`src/rtl/clk_div_pkg.sv`:
```
// Shared defaults and helpers for the multi-channel clock divider.
// Channel-index width stays at least one bit so a single-channel build still has a cfg_chan port.
package clk_div_pkg;

  localparam int          CNT_W_DEF       = 32;
  localparam int unsigned DEFAULT_DIV_DEF = 32'd6_000_000;

  function automatic int chan_idx_w(input int n);
    return (n <= 1) ? 1 : $clog2(n);
  endfunction

endpackage

```
`src/rtl/clk_div_chan.sv`:
```
// One divider channel: tick/clk_out registered, one cycle after the terminal count.
// A pending divisor is applied only at a period boundary, while paused, or on sync_clr; pend blocks further writes.
module clk_div_chan
  import clk_div_pkg::*;
#(
  parameter int          CNT_W       = CNT_W_DEF,
  parameter int unsigned DEFAULT_DIV = DEFAULT_DIV_DEF
) (
  input  logic             clk_in,
  input  logic             rst_n,
  input  logic             en,
  input  logic             sync_clr,
  input  logic             xfer,
  input  logic [CNT_W-1:0] cfg_div,
  output logic             pend,
  output logic             tick,
  output logic             clk_out
);

  logic [CNT_W-1:0] cnt_q, cnt_d;
  logic [CNT_W-1:0] div_q, div_d;
  logic [CNT_W-1:0] pdiv_q, pdiv_d;
  logic             pend_q, pend_d;
  logic             tick_q, tick_d;
  logic             clk_q, clk_d;
  logic [CNT_W-1:0] eff_div;
  logic             last;
  logic             commit;

  // ">=" rather than "==" so a divisor shrunk while paused ends the period on the next enabled edge.
  assign eff_div = (div_q == '0) ? CNT_W'(1) : div_q;
  assign last    = (cnt_q >= (eff_div - CNT_W'(1)));

  always_comb begin
    cnt_d  = cnt_q;
    div_d  = div_q;
    pdiv_d = pdiv_q;
    pend_d = pend_q;
    tick_d = 1'b0;
    clk_d  = clk_q;
    commit = 1'b0;
    if (sync_clr) begin
      cnt_d  = '0;
      clk_d  = 1'b0;
      pend_d = 1'b0;
      if (pend_q) begin
        div_d = pdiv_q;
      end
      if (xfer) begin
        div_d  = cfg_div;
        pdiv_d = cfg_div;
      end
    end else begin
      if (en) begin
        if (last) begin
          cnt_d  = '0;
          tick_d = 1'b1;
          clk_d  = ~clk_q;
          commit = pend_q;
        end else begin
          cnt_d = cnt_q + CNT_W'(1);
        end
      end else begin
        commit = pend_q;
      end
      if (commit) begin
        div_d  = pdiv_q;
        pend_d = 1'b0;
      end
      if (xfer) begin
        pdiv_d = cfg_div;
        pend_d = 1'b1;
      end
    end
  end

  always_ff @(posedge clk_in or negedge rst_n) begin
    if (!rst_n) begin
      cnt_q  <= '0;
      div_q  <= CNT_W'(DEFAULT_DIV);
      pdiv_q <= '0;
      pend_q <= 1'b0;
      tick_q <= 1'b0;
      clk_q  <= 1'b0;
    end else begin
      cnt_q  <= cnt_d;
      div_q  <= div_d;
      pdiv_q <= pdiv_d;
      pend_q <= pend_d;
      tick_q <= tick_d;
      clk_q  <= clk_d;
    end
  end

  assign pend    = pend_q;
  assign tick    = tick_q;
  assign clk_out = clk_q;

endmodule

```
`src/rtl/clk_div_multi.sv`:
```
// Bank of independent clock dividers with a shared valid/ready divisor-update port.
// cfg_ready is combinational from the addressed channel's pending flag; out-of-range channels accept and drop.
module clk_div_multi
  import clk_div_pkg::*;
#(
  parameter int          CHANNELS    = 4,
  parameter int          CNT_W       = CNT_W_DEF,
  parameter int unsigned DEFAULT_DIV = DEFAULT_DIV_DEF,
  localparam int         CW          = chan_idx_w(CHANNELS)
) (
  input  logic                clk_in,
  input  logic                rst_n,
  input  logic [CHANNELS-1:0] en,
  input  logic                sync_clr,
  input  logic                cfg_valid,
  output logic                cfg_ready,
  input  logic [CW-1:0]       cfg_chan,
  input  logic [CNT_W-1:0]    cfg_div,
  output logic [CHANNELS-1:0] tick,
  output logic [CHANNELS-1:0] clk_out
);

  logic [CHANNELS-1:0] pend;
  logic [CHANNELS-1:0] xfer;

  always_comb begin
    cfg_ready = 1'b1;
    for (int i = 0; i < CHANNELS; i++) begin
      if (cfg_chan == CW'(i)) begin
        cfg_ready = ~pend[i];
      end
    end
  end

  always_comb begin
    xfer = '0;
    for (int i = 0; i < CHANNELS; i++) begin
      xfer[i] = cfg_valid & cfg_ready & (cfg_chan == CW'(i));
    end
  end

  for (genvar g = 0; g < CHANNELS; g++) begin : g_chan
    clk_div_chan #(
      .CNT_W      (CNT_W),
      .DEFAULT_DIV(DEFAULT_DIV)
    ) u_chan (
      .clk_in  (clk_in),
      .rst_n   (rst_n),
      .en      (en[g]),
      .sync_clr(sync_clr),
      .xfer    (xfer[g]),
      .cfg_div (cfg_div),
      .pend    (pend[g]),
      .tick    (tick[g]),
      .clk_out (clk_out[g])
    );
  end

endmodule

```
`config.mk`:
```
export PLATFORM = sky130hd
export DESIGN_NAME = clk_div_multi
export DESIGN_NICKNAME = d
export VERILOG_FILES = /design/src/rtl/clk_div_pkg.sv /design/src/rtl/clk_div_chan.sv /design/src/rtl/clk_div_multi.sv
export SDC_FILE = /design/constraint.sdc
export NUM_CORES = 1
export LEC_CHECK = 0
export ABC_AREA = 1
export CORE_MARGIN = 3
export CORE_UTILIZATION = 50
export CTS_BUF_LIST = sky130_fd_sc_hd__clkbuf_4 sky130_fd_sc_hd__clkbuf_8 sky130_fd_sc_hd__clkbuf_16
export DETAILED_ROUTE_END_ITERATION = 12
export GPL_TIMING_DRIVEN = 0
export HOLD_SLACK_MARGIN = 0.02
export PLACE_DENSITY = 0.66
export SKIP_CTS_REPAIR_TIMING = 1
export SYNTH_ARGS = -nofsm -noshare
export SYNTH_HDL_FRONTEND = slang
export SYNTH_HIERARCHICAL = 1
export SYNTH_SLANG_ARGS = --single-unit
```
`constraint.sdc`:
```
create_clock -name clk_in -period 6.04 [get_ports clk_in]
set_input_delay 1.812 -clock clk_in [delete_from_list [all_inputs] [get_ports clk_in]]
set_output_delay 1.812 -clock clk_in [all_outputs]
set_load 0.02 [all_outputs]
```
Word level (Yosys, flattened, before mapping):

Index checks and enable logic that the tools add are counted.

* add/subtract/negate cells: 8
* order comparisons: 4
* equal/unequal tests: 7
* mux-type cells: 84
* bitwise operators: 13
* reductions and logical operators: 29

Operator list (count)
* 2-to-1 mux 32 bit: 32
* adder 32 x 1 -> 32 bit (second input constant): 4
* >= comparator 32 bit: 4
* logical NOT 32 bit: 4
* subtractor 32 x 1 -> 32 bit (second input constant): 4
* 2-to-1 mux 1 bit: 52
* nonzero test 2 bit: 12
* AND reduction 2 bit: 8
* != test 3 x 1 -> 1 bit (second input constant): 4
* nonzero test 3 bit: 4
* NOT 1 bit: 8
* AND 1 bit: 5
* == test 2 bit (second input constant): 2
* == test 2 x 1 -> 1 bit (second input constant): 1
* logical NOT 2 bit: 1

* flip-flop bits (word level): 396
* input port bits: 42
* output and inout port bits: 9
* word-level logic and storage cells: 169

Longest topological paths before layout:

* depth in word-level cells: 10
* depth in mapped cells: 27

By module:

The synthesis kept the hierarchy.

Modules (own cells, without submodules)
* clk_div_chan (g_chan[1].u_chan ...): instances 2, cells an instance 907, area each 6556.3 sq um, seq. area each 2489.9 sq um
* clk_div_chan (g_chan[3].u_chan): instances 1, cells an instance 916, area each 6473.7 sq um, seq. area each 2489.9 sq um
* clk_div_chan (g_chan[0].u_chan): instances 1, cells an instance 889, area each 6432.4 sq um, seq. area each 2489.9 sq um
* clk_div_multi: instances 1, cells an instance 17, area each 80.1 sq um, seq. area each 0.0 sq um

Worst setup path after synthesis:

Ideal clock, no wire load.

* path kind: input -> output
* start point: input cfg_chan[0]
* end point: output cfg_ready
* data arrival time: 2.184 ns
* path slack: 2.044 ns
* stages: 3
* path buffers: 0
* cell sequence: nand2_2 > or2_0 > nand2_2

* cells in the longest elaborated chain, start to end: 5

Ends and longest elaborated chain
* start: declaration: RTL line clk_div_multi.sv:17 `input logic [CW-1:0] cfg_chan,`
* logical NOT 2 bit: RTL line clk_div_multi.sv:29 `if (cfg_chan == CW'(i)) begin`
* 2-to-1 mux 1 bit (3 in series): RTL line clk_div_multi.sv:29
* 2-to-1 mux 1 bit (*): RTL line clk_div_multi.sv:29
* end: declaration: RTL line clk_div_multi.sv:16 `output logic cfg_ready,`

Mark *: on every way between the ends. The rest lies on a longest branch, timed or not.

Worst setup path after layout:

* start point: input cfg_chan[1]
* end point: output cfg_ready

Same word-level chain as after synthesis.

==> results by stage <==
Setup path:
- STA puts the critical path data arrival time at 3.60 ns.
- The setup slack on the worst flop-to-flop path is 1.79 ns.
- The standard cell with the maximum stage delay on the critical path is sky130_fd_sc_hd__clkdlybuf4s50_1.
- The number of buffers and inverters on the critical path is 2.
- The largest delay contributor family on the critical path is buffers and inverters.
- The startpoint identified for the worst register-to-register timing path is g_chan[3].u_chan/div_q[8]$_DFFE_PN1P_.
- The worst setup path is launched from an input pin.
- The endpoint kind of the worst setup timing path is an output port.
- The number of cells on the worst reg-to-reg path is 23.
- The capture instance of the worst register-to-register path is g_chan[3].u_chan/div_q[11]$_DFFE_PN1P_.
- The data required time at the worst endpoint is 4.23 ns.
- The type of the worst setup path is in -> out.
- The biggest cell delay along the critical path is 0.65 ns.
- Of all nets on the critical path, the largest fanout is 6.
- Walking the worst path, the cells encountered are clkdlybuf4s50_1 -> nand2_2 -> or2_0 -> nand2_2 -> clkdlybuf4s50_1.

STA:
- For the final database, setup skew stands at 0.02424 ns.
- The worst path uses 89.55% of the clock period.
- The number of slew-limit violations in the final report is 0.
- Timing would allow up to 184.9 MHz.
- The routed design could run at a clock period as short as 5.409 ns.
- The tightest slew margin relative to the limit is 4.615%.
- Setup violations remaining at the end of the flow were counted as 0.
- The hold violation count in the final report is 0.
- Setup repair after global routing left no endpoint under its margin.
- For the pin with the worst max-slew slack, the measured transition is 1.426 ns.
- The setup TNS is 0 ns.

Global routing:
- The first global-routing pass estimated 107600 um of wire.
- The global-route total usage across every layer is 24.33%.
- The initial antenna violation count came to 1.
- After global routing the overflow that remains totals 0.
- The maximum number of pins on one net before global-route repair is 119.
- The number of global-route vias before repair is 20830.

Power and ir drop:
- The peak supply drop is 0.2279 mV.
- For this design the ratio of total power to cell area is 320.7 mW/mm^2.
- The leakage power is 14.69 nW.

Clock network:
- The root buffer cell chosen for the clock tree is sky130_fd_sc_hd__clkbuf_16.
- The level count of the clock H-tree is 2.
- The clock buffer count from CTS is 47.
- The worst-case clock buffer depth is 3.
- Clock latency on the worst-skew pair, taken at its later pin, is 0.60 ns.
- The clock transition at the register clock pins on the worst setup and hold paths after CTS is 0.06 ns.
- The count of clock tree sinks is 396.
- The CTS tree is yes.

Placed design:
- Once placement finished, the instance area stood at 0.02754 mm^2.
- The placed wire-length estimate is 48820 um.
- The count of input and output buffers is 50.
- The final weighted congestion of routability-driven global placement is 0.9131.
- The instance count after placement with tap cells included is 4369.

Detailed routing:
- The count of vias placed by the detailed router is 22460.
- The DRC violation total after the first TritonRoute iteration is 1465.
- The first TritonRoute pass finished after 5 iterations.
- In the routed layout, each cell is associated on average with a via count of 5.039.
- The overall routed net length is 65770 um.
- In the final routed layout, each cell accounts on average for 14.76 um.
- The detail route stage leaves a number of antenna-violating nets equal to 0.
- For this run, design rule violations remaining after detail routing come to 0.

Synthesis:
- A synthesized cell averages 7.178 um^2.
- The synthesis warning total is 6.
- The leading register cell type out of synthesis is sky130_fd_sc_hd__dfrtp_1.
- The most common cell in the synthesized netlist is sky130_fd_sc_hd__nand2_1.
- The number of instances in the synthesized netlist is 3636.
- The largest total area in the synthesized netlist belongs to sky130_fd_sc_hd__dfrtp_1.
- In the synthesized netlist the async set-or-reset flop fraction comes to 100.0%.
- The sequential area share after synthesis is 38.16%.
- The count of different cell masters after synthesis is 46.
- In this run, synthesis produced a sequential element count of 396.
- The netlist area before placement is 0.02610 mm^2.
- Of the post-synthesis cell area, the dominant cell type holds 34.13%.
- By area the synthesized netlist is led by sky130_fd_sc_hd__dfrtp_1 (34%), sky130_fd_sc_hd__nand2_1 (14%), sky130_fd_sc_hd__inv_1 (7.5%).
- The number of enable flip-flop cells after synthesis is 0.
- Sorting the synthesized cells by how often they occur yields sky130_fd_sc_hd__nand2_1 (985), sky130_fd_sc_hd__inv_1 (522), sky130_fd_sc_hd__nor2_1 (435).
- Synthesis produced a netlist with a net count of 3814.

Cells and area:
- Cells with a size suffix above 1 make up 8.342% of the layout.
- The filler-free cell count of the finished design is 4456.
- The final layout net count is 3916.
- Fill cells in the final layout number 5097.
- The antenna diode count is 0.
- The area growth from synthesis to final layout is 12.06%.
- The final design area excluding fillers is 0.02925 mm^2.

Hold path:
- The worst min-delay path endpoint is g_chan[2].u_chan/div_q[0]$_DFFE_PN0P_.
- The worst hold path was traced through 2 stages.
- The type of the worst min-delay path is reg -> reg.
- The startpoint identified for the worst hold timing path is g_chan[2].u_chan/div_q[0]$_DFFE_PN0P_.

Die:
- The core region is 0.05151 mm^2.
- The number of top-level pins is 51.
- The die width is 234.5 um.
- The floorplan step defined a die boundary enclosing 0.05497 mm^2.
- The initial standard-cell utilization of the core is 50.67%.
- From bottom edge to top edge, the die measures 234.5 um.
- After floorplanning, the core was divided into 83 placement rows.

Run status:
- The run finished with clean final reports.

Run:
- The number of violations of the max-capacitance limit is 0.
[layout by cell type (no fill, tap or decap), drive strengths merged, types with 2 or more instances in the layout]
master / count
ha: 136
and3: 2
clkdlybuf4s50: 49
and2: 2
nand3: 250
a21o: 9
nand3b: 7
inv: 537
o22ai: 5
xor2: 122
buf: 49
nand4: 55
o21ai: 284
nor3b: 6
clkinv: 12
nand2: 1020
nor2: 480
xnor2: 71
a21oi: 50
dfrtp: 356
o21a: 6
dfstp: 40
o21bai: 7
clkinvlp: 4
bufinv: 7
nor4: 12
or2: 7
nor3: 60
clkbuf: 129
[cell families after synthesis]
family          synth area share [%]
compound gates                 7.301
simple gates                   31.77
xor+xnor                       6.477
flops                          38.16
fa+ha+maj                      6.520
buf+inv                        9.775
[state kept, by name (all words and copies together), names as in the netlist]
register / flops
g_chan.u_chan/pend: 4
g_chan.u_chan/tick: 4
g_chan.u_chan/cnt_q: 128
g_chan.u_chan/pdiv_q: 128
g_chan.u_chan/clk_out: 4
g_chan.u_chan/div_q: 128
[final cells by class]
type | instances | area (um^2) | share of cell area [%]
clock buffers | 67 | 1401 | 4.791
clock inverters | 20 | 307.8 | 1.052
flip-flops and latches | 396 | 9960 | 34.05
multi-input cells | 2593 | 13590 | 46.46
plain buffers | 107 | 524.3 | 1.793
well taps | 680 | 850.8 | 2.909
repair buffers | 53 | 588.1 | 2.011
inverters | 540 | 2027 | 6.930
[stage by stage]
stage / worst slack (ns) / util, % / hold slack (ns) / power (W)
2_1_floorplan: 2.044 / - / 0.4419 / 0.005572
3_3_place_gp: -14.77 / 53.29 / 0.4608 / 0.006268
4_1_cts: 0.6595 / 56.78 / 0.4827 / 0.009475
6_report: 0.6315 / 56.78 / 0.4903 / 0.009379
5_1_grt: 0.6011 / 56.78 / 0.5063 / 0.01010
3_5_place_dp: 0.6621 / 53.46 / 0.4691 / 0.006323
[layer usage]
layer	GRT usage (%)	vias to the layer above	part of all wire (%)
met3	3.291	112	4.5
li1	-	11590	-
met1	34.10	10320	48
met2	39.52	426	45
met4	7.034	0	2.8
met5	0	-	0
[report_power, final]
group | switching (W) | total, W | internal (W)
clock network | 0.00118 | 0.00309 | 0.00192
logic | 0.00161 | 0.00257 | 0.000954
registers | 0.000495 | 0.00372 | 0.00323
total | 0.00328 | 0.00938 | 0.00610
[how the worst max path moves through the flow]
stage,startpoint,endpoint,slack (ns),cells after the start
after CTS,cfg_chan[1],cfg_ready,0.66,5
after detailed placement,cfg_chan[1],cfg_ready,0.66,5
after floorplan,cfg_chan[0],cfg_ready,2.04,3
after global placement,rst_n,g_chan[1].u_chan/cnt_q[7]$_DFFE_PN0P_,-14.77,1
final,cfg_chan[1],cfg_ready,0.63,5
after global routing,cfg_chan[1],cfg_ready,0.60,5
[tightest hold or removal path: cells and delay by family (launching register included)]
| kind | cells | cell delay (ns) |
|---|---|---|
| simple gates | 2 | 0.11 |
| flops | 1 | 0.35 |
(Power assumes the default switching activity.)
